`src/rtl/mem2axi_bridge.sv`:
```
// Core-side memory request (cs/we/addr/byte/di) to single-beat AXI4 master bridge.
// One outstanding transaction; the read or write path is chosen when the request is captured.
module mem2axi_bridge #(
  parameter int          ID_WIDTH = 10,
  parameter int unsigned AXI_ID   = 0
) (
  input  logic                clk,
  input  logic                rst,
  // core side
  input  logic                s_cs,
  input  logic                s_we,
  input  logic [31:0]         s_addr,
  input  logic [3:0]          s_byte,
  input  logic [31:0]         s_di,
  output logic [31:0]         s_do,
  output logic                s_busy,
  output logic                s_err,
  // AXI write address
  output logic [ID_WIDTH-1:0] m_awid,
  output logic [31:0]         m_awaddr,
  output logic [7:0]          m_awlen,
  output logic [2:0]          m_awsize,
  output logic [1:0]          m_awburst,
  output logic                m_awvalid,
  input  logic                m_awready,
  // AXI write data
  output logic [31:0]         m_wdata,
  output logic [3:0]          m_wstrb,
  output logic                m_wlast,
  output logic                m_wvalid,
  input  logic                m_wready,
  // AXI write response
  input  logic [ID_WIDTH-1:0] m_bid,
  input  logic [1:0]          m_bresp,
  input  logic                m_bvalid,
  output logic                m_bready,
  // AXI read address
  output logic [ID_WIDTH-1:0] m_arid,
  output logic [31:0]         m_araddr,
  output logic [7:0]          m_arlen,
  output logic [2:0]          m_arsize,
  output logic [1:0]          m_arburst,
  output logic                m_arvalid,
  input  logic                m_arready,
  // AXI read data
  input  logic [ID_WIDTH-1:0] m_rid,
  input  logic [31:0]         m_rdata,
  input  logic [1:0]          m_rresp,
  input  logic                m_rlast,
  input  logic                m_rvalid,
  output logic                m_rready,
  // debug
  output logic [2:0]          dbg_state_o
);

  localparam logic [2:0] S_IDLE = 3'd0;
  localparam logic [2:0] S_AR   = 3'd1;
  localparam logic [2:0] S_R    = 3'd2;
  localparam logic [2:0] S_AW_W = 3'd3;
  localparam logic [2:0] S_B    = 3'd4;
  localparam logic [2:0] S_DONE = 3'd5;

  // Handshake rule on every AXI channel: a transfer happens on a rising clk edge where
  // valid and ready are both high; once valid rises it and its payload stay put until then.

  logic [2:0]  state_q,   state_d;
  logic [31:0] addr_q,    addr_d;
  logic [31:0] data_q,    data_d;
  logic [3:0]  strb_q,    strb_d;
  logic [31:0] do_q,      do_d;
  logic        err_q,     err_d;
  logic        arvalid_q, arvalid_d;
  logic        awvalid_q, awvalid_d;
  logic        wvalid_q,  wvalid_d;

  // Response IDs, rlast and the low response bit carry no information for single-beat use.
  logic unused_inputs;
  assign unused_inputs = ^{m_bid, m_rid, m_rlast, m_bresp[0], m_rresp[0]};

  always_comb begin
    state_d   = state_q;
    addr_d    = addr_q;
    data_d    = data_q;
    strb_d    = strb_q;
    do_d      = do_q;
    err_d     = err_q;
    arvalid_d = arvalid_q;
    awvalid_d = awvalid_q;
    wvalid_d  = wvalid_q;
    case (state_q)
      S_IDLE: begin
        if (s_cs) begin
          addr_d = s_addr;
          data_d = s_di;
          strb_d = s_byte;
          err_d  = 1'b0;
          if (s_we) begin
            state_d   = S_AW_W;
            awvalid_d = 1'b1;
            wvalid_d  = 1'b1;
          end else begin
            state_d   = S_AR;
            arvalid_d = 1'b1;
          end
        end
      end
      S_AR: begin
        if (m_arready) begin
          arvalid_d = 1'b0;
          state_d   = S_R;
        end
      end
      S_R: begin
        if (m_rvalid) begin
          do_d    = m_rdata;
          err_d   = m_rresp[1];
          state_d = S_DONE;
        end
      end
      S_AW_W: begin
        // Address and data channels complete independently, in either order.
        if (m_awready) awvalid_d = 1'b0;
        if (m_wready)  wvalid_d  = 1'b0;
        if (!awvalid_d && !wvalid_d) state_d = S_B;
      end
      S_B: begin
        if (m_bvalid) begin
          err_d   = m_bresp[1];
          state_d = S_DONE;
        end
      end
      S_DONE:  state_d = S_IDLE;
      default: state_d = S_IDLE;
    endcase
  end

  always_ff @(posedge clk or posedge rst) begin
    if (rst) begin
      state_q   <= S_IDLE;
      addr_q    <= '0;
      data_q    <= '0;
      strb_q    <= '0;
      do_q      <= '0;
      err_q     <= 1'b0;
      arvalid_q <= 1'b0;
      awvalid_q <= 1'b0;
      wvalid_q  <= 1'b0;
    end else begin
      state_q   <= state_d;
      addr_q    <= addr_d;
      data_q    <= data_d;
      strb_q    <= strb_d;
      do_q      <= do_d;
      err_q     <= err_d;
      arvalid_q <= arvalid_d;
      awvalid_q <= awvalid_d;
      wvalid_q  <= wvalid_d;
    end
  end

  // Busy covers the capture cycle too, so the core holds its request until DONE.
  assign s_busy = (state_q == S_AR) || (state_q == S_R) || (state_q == S_AW_W) ||
                  (state_q == S_B)  || ((state_q == S_IDLE) && s_cs);
  assign s_do   = do_q;
  assign s_err  = err_q;

  assign m_awid    = ID_WIDTH'(AXI_ID);
  assign m_arid    = ID_WIDTH'(AXI_ID);
  assign m_awaddr  = addr_q;
  assign m_araddr  = addr_q;
  assign m_awlen   = 8'd0;
  assign m_arlen   = 8'd0;
  assign m_awsize  = 3'b010;
  assign m_arsize  = 3'b010;
  assign m_awburst = 2'b01;
  assign m_arburst = 2'b01;
  assign m_awvalid = awvalid_q;
  assign m_wvalid  = wvalid_q;
  assign m_arvalid = arvalid_q;
  assign m_wdata   = data_q;
  assign m_wstrb   = strb_q;
  assign m_wlast   = 1'b1;
  assign m_bready  = (state_q == S_B);
  assign m_rready  = (state_q == S_R);

  assign dbg_state_o = state_q;

endmodule

```
`config.mk`:
```
export PLATFORM = sky130hd
export DESIGN_NAME = mem2axi_bridge
export DESIGN_NICKNAME = d
export VERILOG_FILES = /design/src/rtl/mem2axi_bridge.sv
export SDC_FILE = /design/constraint.sdc
export NUM_CORES = 1
export LEC_CHECK = 0
export ABC_AREA = 1
export CAP_MARGIN = 20
export CORE_AREA = 2 2 127 129
export CTS_CLUSTER_SIZE = 10
export DETAILED_ROUTE_END_ITERATION = 12
export DIE_AREA = 0 0 129 131
export GPL_TIMING_DRIVEN = 0
export PLACE_DENSITY_LB_ADDON = 0.25
export SKIP_CTS_REPAIR_TIMING = 1
export SLEW_MARGIN = 0
export SYNTH_ARGS = -nofsm -noshare
export SYNTH_HDL_FRONTEND = slang
export SYNTH_SLANG_ARGS = --single-unit
```
`constraint.sdc`:
```
create_clock -name clk -period 3.9 [get_ports clk]
set_clock_uncertainty 0.1 [all_clocks]
set_input_delay 0.585 -clock clk [delete_from_list [all_inputs] [get_ports clk]]
set_output_delay 0.585 -clock clk [all_outputs]
set_load 0.005 [all_outputs]
```
## Word level (Yosys, flattened, before mapping)

Index checks and enable logic that the tools add are counted.

- Flip-flop bits (word level): 107
- Input port bits: 134
- Output and inout bits: 189
- Logic and storage cells: 61

- Equal/unequal tests: 11
- Mux-type cells: 23
- Reduce and logical (&&, ||, !) cells: 18

Operator list:

| kind | count |
|---|---|
| two-way mux 3 bit | 5 |
| one-hot mux 3 bit (5 select lines) | 1 |
| != test 2 bit (second input constant) | 7 |
| two-way mux 1 bit | 12 |
| AND reduction 4 bit | 2 |
| == test 3 x 2 -> 1 bit (second input constant) | 2 |
| one-hot mux 1 bit (2 select lines) | 3 |
| AND reduction 5 bit | 1 |
| logical OR 1 bit | 4 |
| AND reduction 2 bit | 2 |
| nonzero test 2 bit | 2 |
| == test 3 x 1 -> 1 bit (second input constant) | 1 |
| == test 3 bit (second input constant) | 1 |
| zero test 3 bit | 1 |
| one-hot mux 1 bit (3 select lines) | 1 |
| AND reduction 3 bit | 1 |
| nonzero test 3 bit | 1 |
| logical AND 1 bit | 2 |
| zero test 1 bit | 2 |
| two-way mux 2 bit | 1 |

## Logic depth before layout (Yosys ltp)

Gate-level depths: netlist of the first run.

- Depth in word-level cells: 6
- Mapped depth: 9
- Gate-level depth less buffers: 9

## Least setup slack after synthesis of the first run

No wires, ideal clock.

- Path type: reg2out
- Start: register state_q[1], in the netlist dbg_state_o[1]
- End: output s_busy
- Arrival time: 1.245 ns
- Data required time: 3.215 ns
- Path slack: 1.970 ns
- Cell stages (with the launch flop): 8
- Path buffers: 2
- Cell sequence: dfrtp_1 -> inv_2 -> nand2_1 -> nor2_4 -> nand2_2 -> buf_4 -> buf_6 -> nand3_1

- Cells in the longest elaborated chain, start to end: 5
- Elaborated cells between the ends (all ways): 10
- Those cells by class: eq/ne (4); reduce/logical (6)

RTL lines:

| what | RTL line | text |
|---|---|---|
| from (decl) | 66 | `logic [2:0] state_q, state_d;` |
| from (signal assigned) | 149 | `state_q <= state_d;` |
| == test 3 x 1 -> 1 bit or == test 3 x 2 -> 1 bit (tied branches) | 162 | `assign s_busy = (state_q == S_AR) \|\| (state_q == S_R) \|\| (state_q == S_AW_W) \|\|` |
| logical OR 1 bit (3 in a row) | 162 |  |
| logical OR 1 bit * | 163 | `(state_q == S_B) \|\| ((state_q == S_IDLE) && s_cs);` |
| to (decl) | 16 | `output logic s_busy,` |

Every way passes the cells marked *; elsewhere a longest branch is shown, timed or not.

## Worst setup path after layout of the first run

Same ends and word-level chain as after synthesis.

==> results of run 1 <==
-- cell type report --
cell class,count,share of cell area
inverter,16,0.00755
timing repair buffer,251,0.305
multi-input combinational,404,0.204
clock inverter,4,0.00619
tap,216,0.0326
clock buffer,11,0.0293
sequential,107,0.323
buffer,112,0.0917
-- final timing paths --
check / start / endpoint / slack (ns) / cells after the start
max: dbg_state_o[1]$_DFFE_PP0P_ / s_busy / 0.84 / 8
min: m_wdata[4]$_DFFE_PP0P_ / m_wdata[4]$_DFFE_PP0P_ / 0.37 / 2
max reg2reg: dbg_state_o[1]$_DFFE_PP0P_ / m_araddr[27]$_DFFE_PP0P_ / 2.14 / 8
min reg2reg: m_wdata[4]$_DFFE_PP0P_ / m_wdata[4]$_DFFE_PP0P_ / 0.37 / 2
max in group asynchronous: rst / m_araddr[6]$_DFFE_PP0P_ / 2.40 / 3
min in group asynchronous: rst / s_do[13]$_DFFE_PP0P_ / 0.58 / 2
-- registers in the layout (all words and copies together) (netlist names) --
| signal | flops |
|---|---|
| m_araddr | 32 |
| m_wdata | 32 |
| s_do | 32 |
| m_wstrb | 4 |
| dbg_state_o | 3 |
| m_arvalid | 1 |
| m_awvalid | 1 |
| m_wvalid | 1 |
| s_err | 1 |
-- power groups by stage --
stage / Sequential (mW) / Combinational [mW] / Clock [mW]
floorplan: 1.98 / 1.17 / 0
global placement: 1.96 / 2.93 / 0
detailed placement: 1.98 / 2.96 / 0
CTS: 1.97 / 2.96 / 0.955
global route: 2.03 / 3.25 / 0.988
finish: 1.96 / 2.91 / 0.930
-- cells in the final DEF (no fill, tap or decap), drive strengths merged, types with 2 or more instances in the layout --
cell type        n
inv             16
o21ai            2
clkinv           2
nor2             8
clkdlybuf4s50  250
nand3          105
nand3b           2
buf            103
conb            47
a21oi            5
nand2          233
dfrtp          107
clkbuf          21
-- worst max-delay path: cells and delay by family (launching register included) --
| kind | cells | cell delay (ns) |
|---|---|---|
| buffers and inverters | 4 | 1.01 |
| flip-flops | 1 | 0.46 |
| AND/OR/NAND/NOR | 4 | 0.54 |
-- per-stage QoR --
stage / std cells / util / power, mW / hold WS, ns
CTS: 1121 / 0.531 / 5.89 / 0.376
finish: 1121 / 0.531 / 5.81 / 0.371
global placement: 1105 / 0.510 / 4.89 / 0.353
floorplan: 639 / - / 3.16 / 0.365
detailed placement: 1106 / 0.512 / 4.94 / 0.358
global route: 1121 / 0.531 / 6.27 / 0.388
-- logic make-up (layout without fill, tap and decap cells) --
family / count (synthesis) / after routing
simple gates: 350 / 350
buf+inv: 128 / 394
flops: 107 / 107
compound gates: 7 / 7
other cells: 2 / 47
-- metal layers --
metal / global-route usage / routed length [microns] / vias up
met3: 0.0562 / 1390 / 11
met1: 0.199 / 6160 / 2144
met4: 0.0575 / 159 / 0
met2: 0.282 / 7050 / 203
met5: 0 / 0 / -
li1: - / - / 2357
==> flow_metrics.tcl, run 1 <==
set metrics [dict create \
    status "complete, no violations" \
    synth-xor-area-share 0 \
    worstPathCellList "inv_2 > nand2_1 > nor2_4 > nand2_2 > buf_4 > buf_6 > nand3_1 > clkdlybuf4s50_1" \
    drv_cap 0 \
    seq_area_frac_synth 0.534 \
    vias 4715 \
    maxSlewHeadroom 0.563 \
    fin_nets 1035 \
    synth_edf_count 0 \
    synth_area_per_cell_sq_um 8.45 \
    place_congestion 0.778 \
    ys_async_sr_fraction 1.00 \
    antenna_found_initial 0 \
    tightest_slew_ns 0.655 \
    yosys_warnings 0 \
    clkLatencyLatePin_ns 0.35 \
    finalWirelength_microns 14800 \
    fmax_mhz 327 \
    yosys.area_share.simple 0.295 \
    synth_top_area_cell "dfrtp_1" \
    drt-initial-drc-count 169 \
    end_kind "output port" \
    p_sw_mw 1.91 \
    fill_cells 1494 \
    root_buffer "clkbuf_16" \
    required_ns 3.21 \
    diodes 0 \
    powerDensity_nw_per_um2 701 \
    synth-compound-area-share 0.00698 \
    grt_max_degree 60 \
    layout-drive-gt1-share 0.136 \
    synth_top_family_by_area "simple AND/OR/NAND/NOR gates" \
    die_w_microns 129 \
    netlist_area_sq_um 5020 \
    grt_pass1_wl_microns 21900 \
    rsz0062_at_grt "no" \
    setup_tns_ns 0 \
    seqCellArea_sq_um 2680 \
    numPortBuffers 250 \
    place_area_sq_um 7990 \
    die_area_sq_um 16900 \
    peakVddDrop_uv 234 \
    p_comb_frac 0.501 \
    clockBufferDepth 2 \
    timing.final.max_slew_violations 0 \
    area_growth_pct 65.1 \
    synth_cells 594 \
    grt.overflow.total 0 \
    setup_slack_ns 0.841 \
    setup_viol 0 \
    cp.arrival_ns 2.37 \
    hpwl_microns 11400 \
    grt_pass1_vias 4357 \
    yosys-top-cells-area "dfrtp_1 53%, nand2_1 17%, buf_4 12%" \
    initial_utilization 0.322 \
    critPathKind "flop to output port" \
    rows 46 \
    final_cell_area_sq_um 8280 \
    ys_seq_elements 107 \
    ys_types 18 \
    synth_common_cells "232 x nand2_1, 107 x dfrtp_1, 105 x nand3_1" \
    clkSlewWorstSetupHoldPaths_ns 0.07 \
    coreArea_sq_um 15600 \
    pin_count 323 \
    drc 0 \
    cts_sinks 107 \
    synth_adder_area_share 0 \
    max_stage_delay_ns 0.52 \
    worstPathMaxFanout 10 \
    clkPwrFrac 0.160 \
    track_usage 0.167 \
    first_pass_iters 4 \
    multi_input_area_sq_um 1690 \
    avgRoutedWirePerCell_microns 13.2 \
    p_leak_nw 4.19 \
    cts_buffers 9 \
    synth_mux_area_frac 0 \
    synth.top_cell.area_share 0.534 \
    period_share 0.784 \
    critPathLaunchType "flop" \
    via_per_inst 4.21 \
    htree_levels 3 \
    antenna_left 0 \
    synthFlopType "dfrtp_1" \
    place_ws_ns 1.17 \
    die_h_microns 131 \
    switching_share 0.329 \
    intPower_mw 3.89 \
    hp-class "flop to flop" \
    pwr-share-seq 0.338 \
    critPathSlowestCell "clkdlybuf4s50_1" \
    final-hold-violation-count 0 \
    finalCriticalPeriod_ns 3.06 \
    cts_tree "done" \
    synth.most_common_cell "nand2_1" \
]
Note: power is estimated with default switching activity, not from simulation.
==> inputs of run 2 (changes only) <==
==> constraint.sdc (replaced) <==
create_clock -name clk -period 2.6 [get_ports clk]
set_clock_uncertainty 0.1 [all_clocks]
set_input_delay 0.39 -clock clk [delete_from_list [all_inputs] [get_ports clk]]
set_output_delay 0.39 -clock clk [all_outputs]
set_load 0.005 [all_outputs]
==> run 2 against run 1 <==
Against the previous run: the run now ends with negative setup slack left; first-iteration DRC count up 35%; utilization up 0.83 points; critical path depth down 1; non-clock buffer count up 8; worst setup slack worse by 0.87 ns; cell count up 0.80%; critical path type unchanged.
==> flow_metrics.tcl, run 2 (same netlist as run 1, synthesis figures left out) <==
set metrics [dict create \
    layout_common_cells "250 x clkdlybuf4s50_1, 232 x nand2_1, 105 x nand3_1, 105 x dfrtp_1, 89 x buf_4" \
    drc 0 \
    pin_count 323 \
    htree_levels 3 \
    coreArea_sq_um 15600 \
    finalCriticalPeriod_ns 2.63 \
    grt_max_degree 39 \
    worstPathMaxFanout 15 \
    period_share 1.01 \
    holdWs_ns 0.344 \
    intPower_mw 6.10 \
    die_area_sq_um 16900 \
    clkLatencyLatePin_ns 0.34 \
    place_ws_ns 0.0397 \
    switching_share 0.324 \
    cts_sinks 107 \
    hp-class "primary input to flop" \
    area_growth_pct 67.7 \
    p_comb_frac 0.497 \
    layout-drive-gt1-share 0.148 \
    finalWirelength_microns 14900 \
    final-hold-violation-count 0 \
    hpwl_microns 11400 \
    dp.cells 1107 \
    powerDensity_nw_per_um2 1070 \
    final_common_cell "clkdlybuf4s50_1" \
    grt.overflow.total 0 \
    via_per_inst 4.19 \
    required_ns 2.11 \
    maxSlewHeadroom 0.481 \
    grt_pass1_vias 4326 \
    fmax_mhz 381 \
    pwr-share-seq 0.326 \
    reg2reg_depth 7 \
    rsz0062_at_grt "yes" \
    place_congestion 0.815 \
    die_w_microns 129 \
    finalPower_mw 9.02 \
    avgRoutedWirePerCell_microns 13.2 \
    die_h_microns 131 \
    critPathLaunchType "flop" \
    antenna_found_initial 0 \
    cp.arrival_ns 2.14 \
    timing.final.max_slew_violations 0 \
    initial_utilization 0.322 \
    setup_slack_ns -0.0278 \
    instances_no_fill 1130 \
    end_kind "output port" \
    p_sw_mw 2.92 \
    root_buffer "clkbuf_16" \
    tightest_slew_ns 0.776 \
    status "finished with violations" \
    clkPwrFrac 0.177 \
    final_util 0.539 \
    rows 46 \
    numPortBuffers 250 \
    diodes 0 \
    critPathKind "flop to output port" \
    antenna_left 0 \
    first_pass_iters 4 \
    peakVddDrop_uv 447 \
    vias 4731 \
    min_path_cells 3 \
    grt_pass1_wl_microns 22400 \
    setup_viol 1 \
    track_usage 0.171 \
    cts_buffers 9 \
    cts_tree "done" \
    clockBufferDepth 2 \
    drt-initial-drc-count 228 \
    fin_nets 1043 \
    violations "negative setup slack" \
    drv_cap 0 \
    p_leak_nw 4.25 \
    clkSlewWorstSetupHoldPaths_ns 0.07 \
]
[run 2: final timing paths]
check	endpoint	startpoint	slack (ns)
max	s_busy	dbg_state_o[0]$_DFFE_PP0P_	-0.03
min	s_do[30]$_DFFE_PP0P_	m_rvalid	0.34
max reg2reg	s_do[2]$_DFFE_PP0P_	dbg_state_o[2]$_DFFE_PP0P_	0.92
min reg2reg	m_wstrb[0]$_DFFE_PP0P_	m_wstrb[0]$_DFFE_PP0P_	0.37
max in group asynchronous	dbg_state_o[1]$_DFFE_PP0P_	rst	1.31
min in group asynchronous	s_do[10]$_DFFE_PP0P_	rst	0.43
[run 2: area by class of cell]
class                      instances  area (sq um)
fill                            1448          7180
sequential                       107          2680
timing repair buffer             260          2600
multi-input combinational        404          1690
buffer                           111           752
tap                              216           270
clock buffer                       9           225
clock inverter                     7           123
inverter                          16          66.3
[run 2: metrics by stage]
stage	setup TNS, ns	instance area, sq um
final	-0.0278	8410
after global routing	-0.125	8410
after CTS	-0.436	8350
after global placement	-36.98	7960
after detailed placement	0	8000
after floorplan	0	5190
[run 2: worst max-delay path, stage by stage, from the launching register on]
cell and delay, ns:
dfrtp_2 0.45, inv_2 0.08, nand2_1 0.10, nor2_4 0.22, nand2_4 0.17, buf_6 0.18
nand3_1 0.07, clkdlybuf4s50_1 0.51
[run 2: power groups by stage]
stage | Clock, mW | Sequential, mW | Combinational, mW
finish | 1.59 | 2.94 | 4.48
global route | 1.71 | 3.05 | 4.97
CTS | 1.65 | 2.96 | 4.45
detailed placement | 0 | 2.98 | 4.43
global placement | 0 | 2.96 | 4.39
floorplan | 0 | 2.98 | 1.76
[run 2: per-layer routing]
layer | part of all wire | global-route usage | wire [microns]
met1 | 0.41 | 0.207 | 6130
met2 | 0.48 | 0.285 | 7130
met3 | 0.099 | 0.0599 | 1480
met4 | 0.014 | 0.0620 | 210
met5 | 0 | 0 | 0
==> inputs of run 3 (changes only) <==
==> constraint.sdc (replaced) <==
create_clock -name clk -period 2.6 [get_ports clk]
set_clock_uncertainty 0.1 [all_clocks]
set_input_delay 0.39 -clock clk [delete_from_list [all_inputs] [get_ports clk]]
set_output_delay 0.39 -clock clk [all_outputs]
set_load 0.02 [all_outputs]
==> run 3 against run 2 <==
Against the previous run: the flow now finishes without violations; hold slack hardly changed; clock power hardly changed; critical path depth is 3 lower; critical endpoint is now m_rready; largest cell class unchanged.
==> flow_metrics.tcl, run 3 (same netlist as run 1, synthesis figures left out) <==
set metrics [dict create \
    fin_nets 1040 \
    powerDensity_nw_per_um2 1220 \
    p_sw_mw 4.12 \
    drv_cap 0 \
    track_usage 0.171 \
    cts_sinks 107 \
    hpwl_microns 11400 \
    final-hold-violation-count 0 \
    grt.busiest_layer "met2" \
    finalWirelength_microns 14900 \
    end_kind "output port" \
    fmax_mhz 402 \
    avgRoutedWirePerCell_microns 13.2 \
    clkLatencyLatePin_ns 0.34 \
    critPathLaunchType "flop" \
    finalCriticalPeriod_ns 2.49 \
    vias 4715 \
    peakVddDrop_uv 503 \
    grt_max_degree 39 \
    area_growth_pct 67.0 \
    die_h_microns 131 \
    setup_viol 0 \
    drc 0 \
    status "complete, no violations" \
    holdWs_ns 0.344 \
    pin_count 323 \
    critPathSlowestCell "clkdlybuf4s50_1" \
    clkSlewWorstSetupHoldPaths_ns 0.07 \
    place_congestion 0.815 \
    grt_use_met1 0.207 \
    worstPathCellList "buf_2 > nor3_4 > buf_2 > clkdlybuf4s50_1" \
    pwr-share-seq 0.290 \
    htree_levels 3 \
    use_met3 0.0599 \
    hp-class "primary input to flop" \
    clkPwrFrac 0.157 \
    switching_share 0.404 \
    layout-drive-gt1-share 0.145 \
    rows 46 \
    initial_utilization 0.322 \
    root_buffer "clkbuf_16" \
    grt_pass1_vias 4326 \
    crit_buf_inv 3 \
    via_per_inst 4.18 \
    max_stage_delay_ns 0.65 \
    worstPathMaxFanout 10 \
    first_pass_iters 4 \
    path_common_cell "buf_2" \
    met2_usage 0.285 \
    intPower_mw 6.07 \
    timing.final.max_slew_violations 0 \
    diodes 0 \
    clockBufferDepth 2 \
    finalPower_mw 10.2 \
    layout_common_cells "249 x clkdlybuf4s50_1, 232 x nand2_1, 106 x dfrtp_1, 105 x nand3_1, 86 x buf_4" \
    drt-initial-drc-count 221 \
    critPathKind "flop to output port" \
    die_w_microns 129 \
    seqCellArea_sq_um 2680 \
    required_ns 2.11 \
    multi_input_area_sq_um 1690 \
    tightest_slew_ns 0.776 \
    period_share 0.956 \
    die_area_sq_um 16900 \
    final_common_cell "clkdlybuf4s50_1" \
    numPortBuffers 250 \
    cp.arrival_ns 2.00 \
    cts_buffers 9 \
    grt_pass1_wl_microns 22400 \
    coreArea_sq_um 15600 \
    fill_cells 1451 \
    setup_tns_ns 0 \
    rsz0062_at_grt "no" \
    path_delay_family "buffers and inverters" \
    antenna_found_initial 0 \
    cts_tree "done" \
    p_comb_frac 0.554 \
    antenna_left 0 \
    p_leak_nw 4.23 \
    maxSlewHeadroom 0.482 \
    grt.overflow.total 0 \
]
-- run 3: layout make-up --
cell class	instances	area share
flip-flops and latches	107	0.320
plain buffers	112	0.0907
clock buffers	9	0.0269
inverters	16	0.00762
well taps	216	0.0323
repair buffers	256	0.306
multi-input cells	404	0.202
clock inverters	7	0.0146
-- run 3: layer usage --
metal,wire length (microns),up-vias
met4,210,0
li1,-,2371
met3,1430,14
met1,6210,2122
met2,7070,208
met5,0,-
-- run 3: path summary, 6_finish.rpt --
kind                                             from  slack (ns)                          to  depth (start not counted)
hold / removal                               m_rvalid        0.34        s_do[30]$_DFFE_PP0P_                          3
setup / recovery           dbg_state_o[2]$_DFFE_PP0P_        0.11                    m_rready                          4
setup reg to reg           dbg_state_o[1]$_DFFE_PP0P_        0.89    m_araddr[29]$_DFFE_PP0P_                          8
hold reg to reg                m_wstrb[0]$_DFFE_PP0P_        0.37      m_wstrb[0]$_DFFE_PP0P_                          2
min in group asynchronous                         rst        0.43        s_do[10]$_DFFE_PP0P_                          2
max in group asynchronous                         rst        1.31  dbg_state_o[1]$_DFFE_PP0P_                          3
-- run 3: stage by stage --
stage                util  setup WS (ns)  cell area (sq um)  cells
floorplan               -          0.679               5190    639
global placement    0.511         -0.353               7960   1105
detailed placement  0.513        -0.0626               8000   1107
CTS                 0.535         -0.452               8350   1123
global route        0.537         0.0117               8380   1127
finish              0.537          0.115               8380   1127
-- run 3: power by group through the flow --
stage	registers, mW	clock network [mW]	logic (mW)
6_report	2.95	1.60	5.64
5_1_grt	3.06	1.71	6.12
2_1_floorplan	3.84	0	2.10
3_5_place_dp	2.98	0	5.66
3_3_place_gp	2.96	0	5.62
4_1_cts	2.96	1.65	5.67
-- run 3: worst min-delay path, cell delays in order --
cell	delay [ns]
clkbuf_1	0.19
nand3_1	0.13
nand2_1	0.04
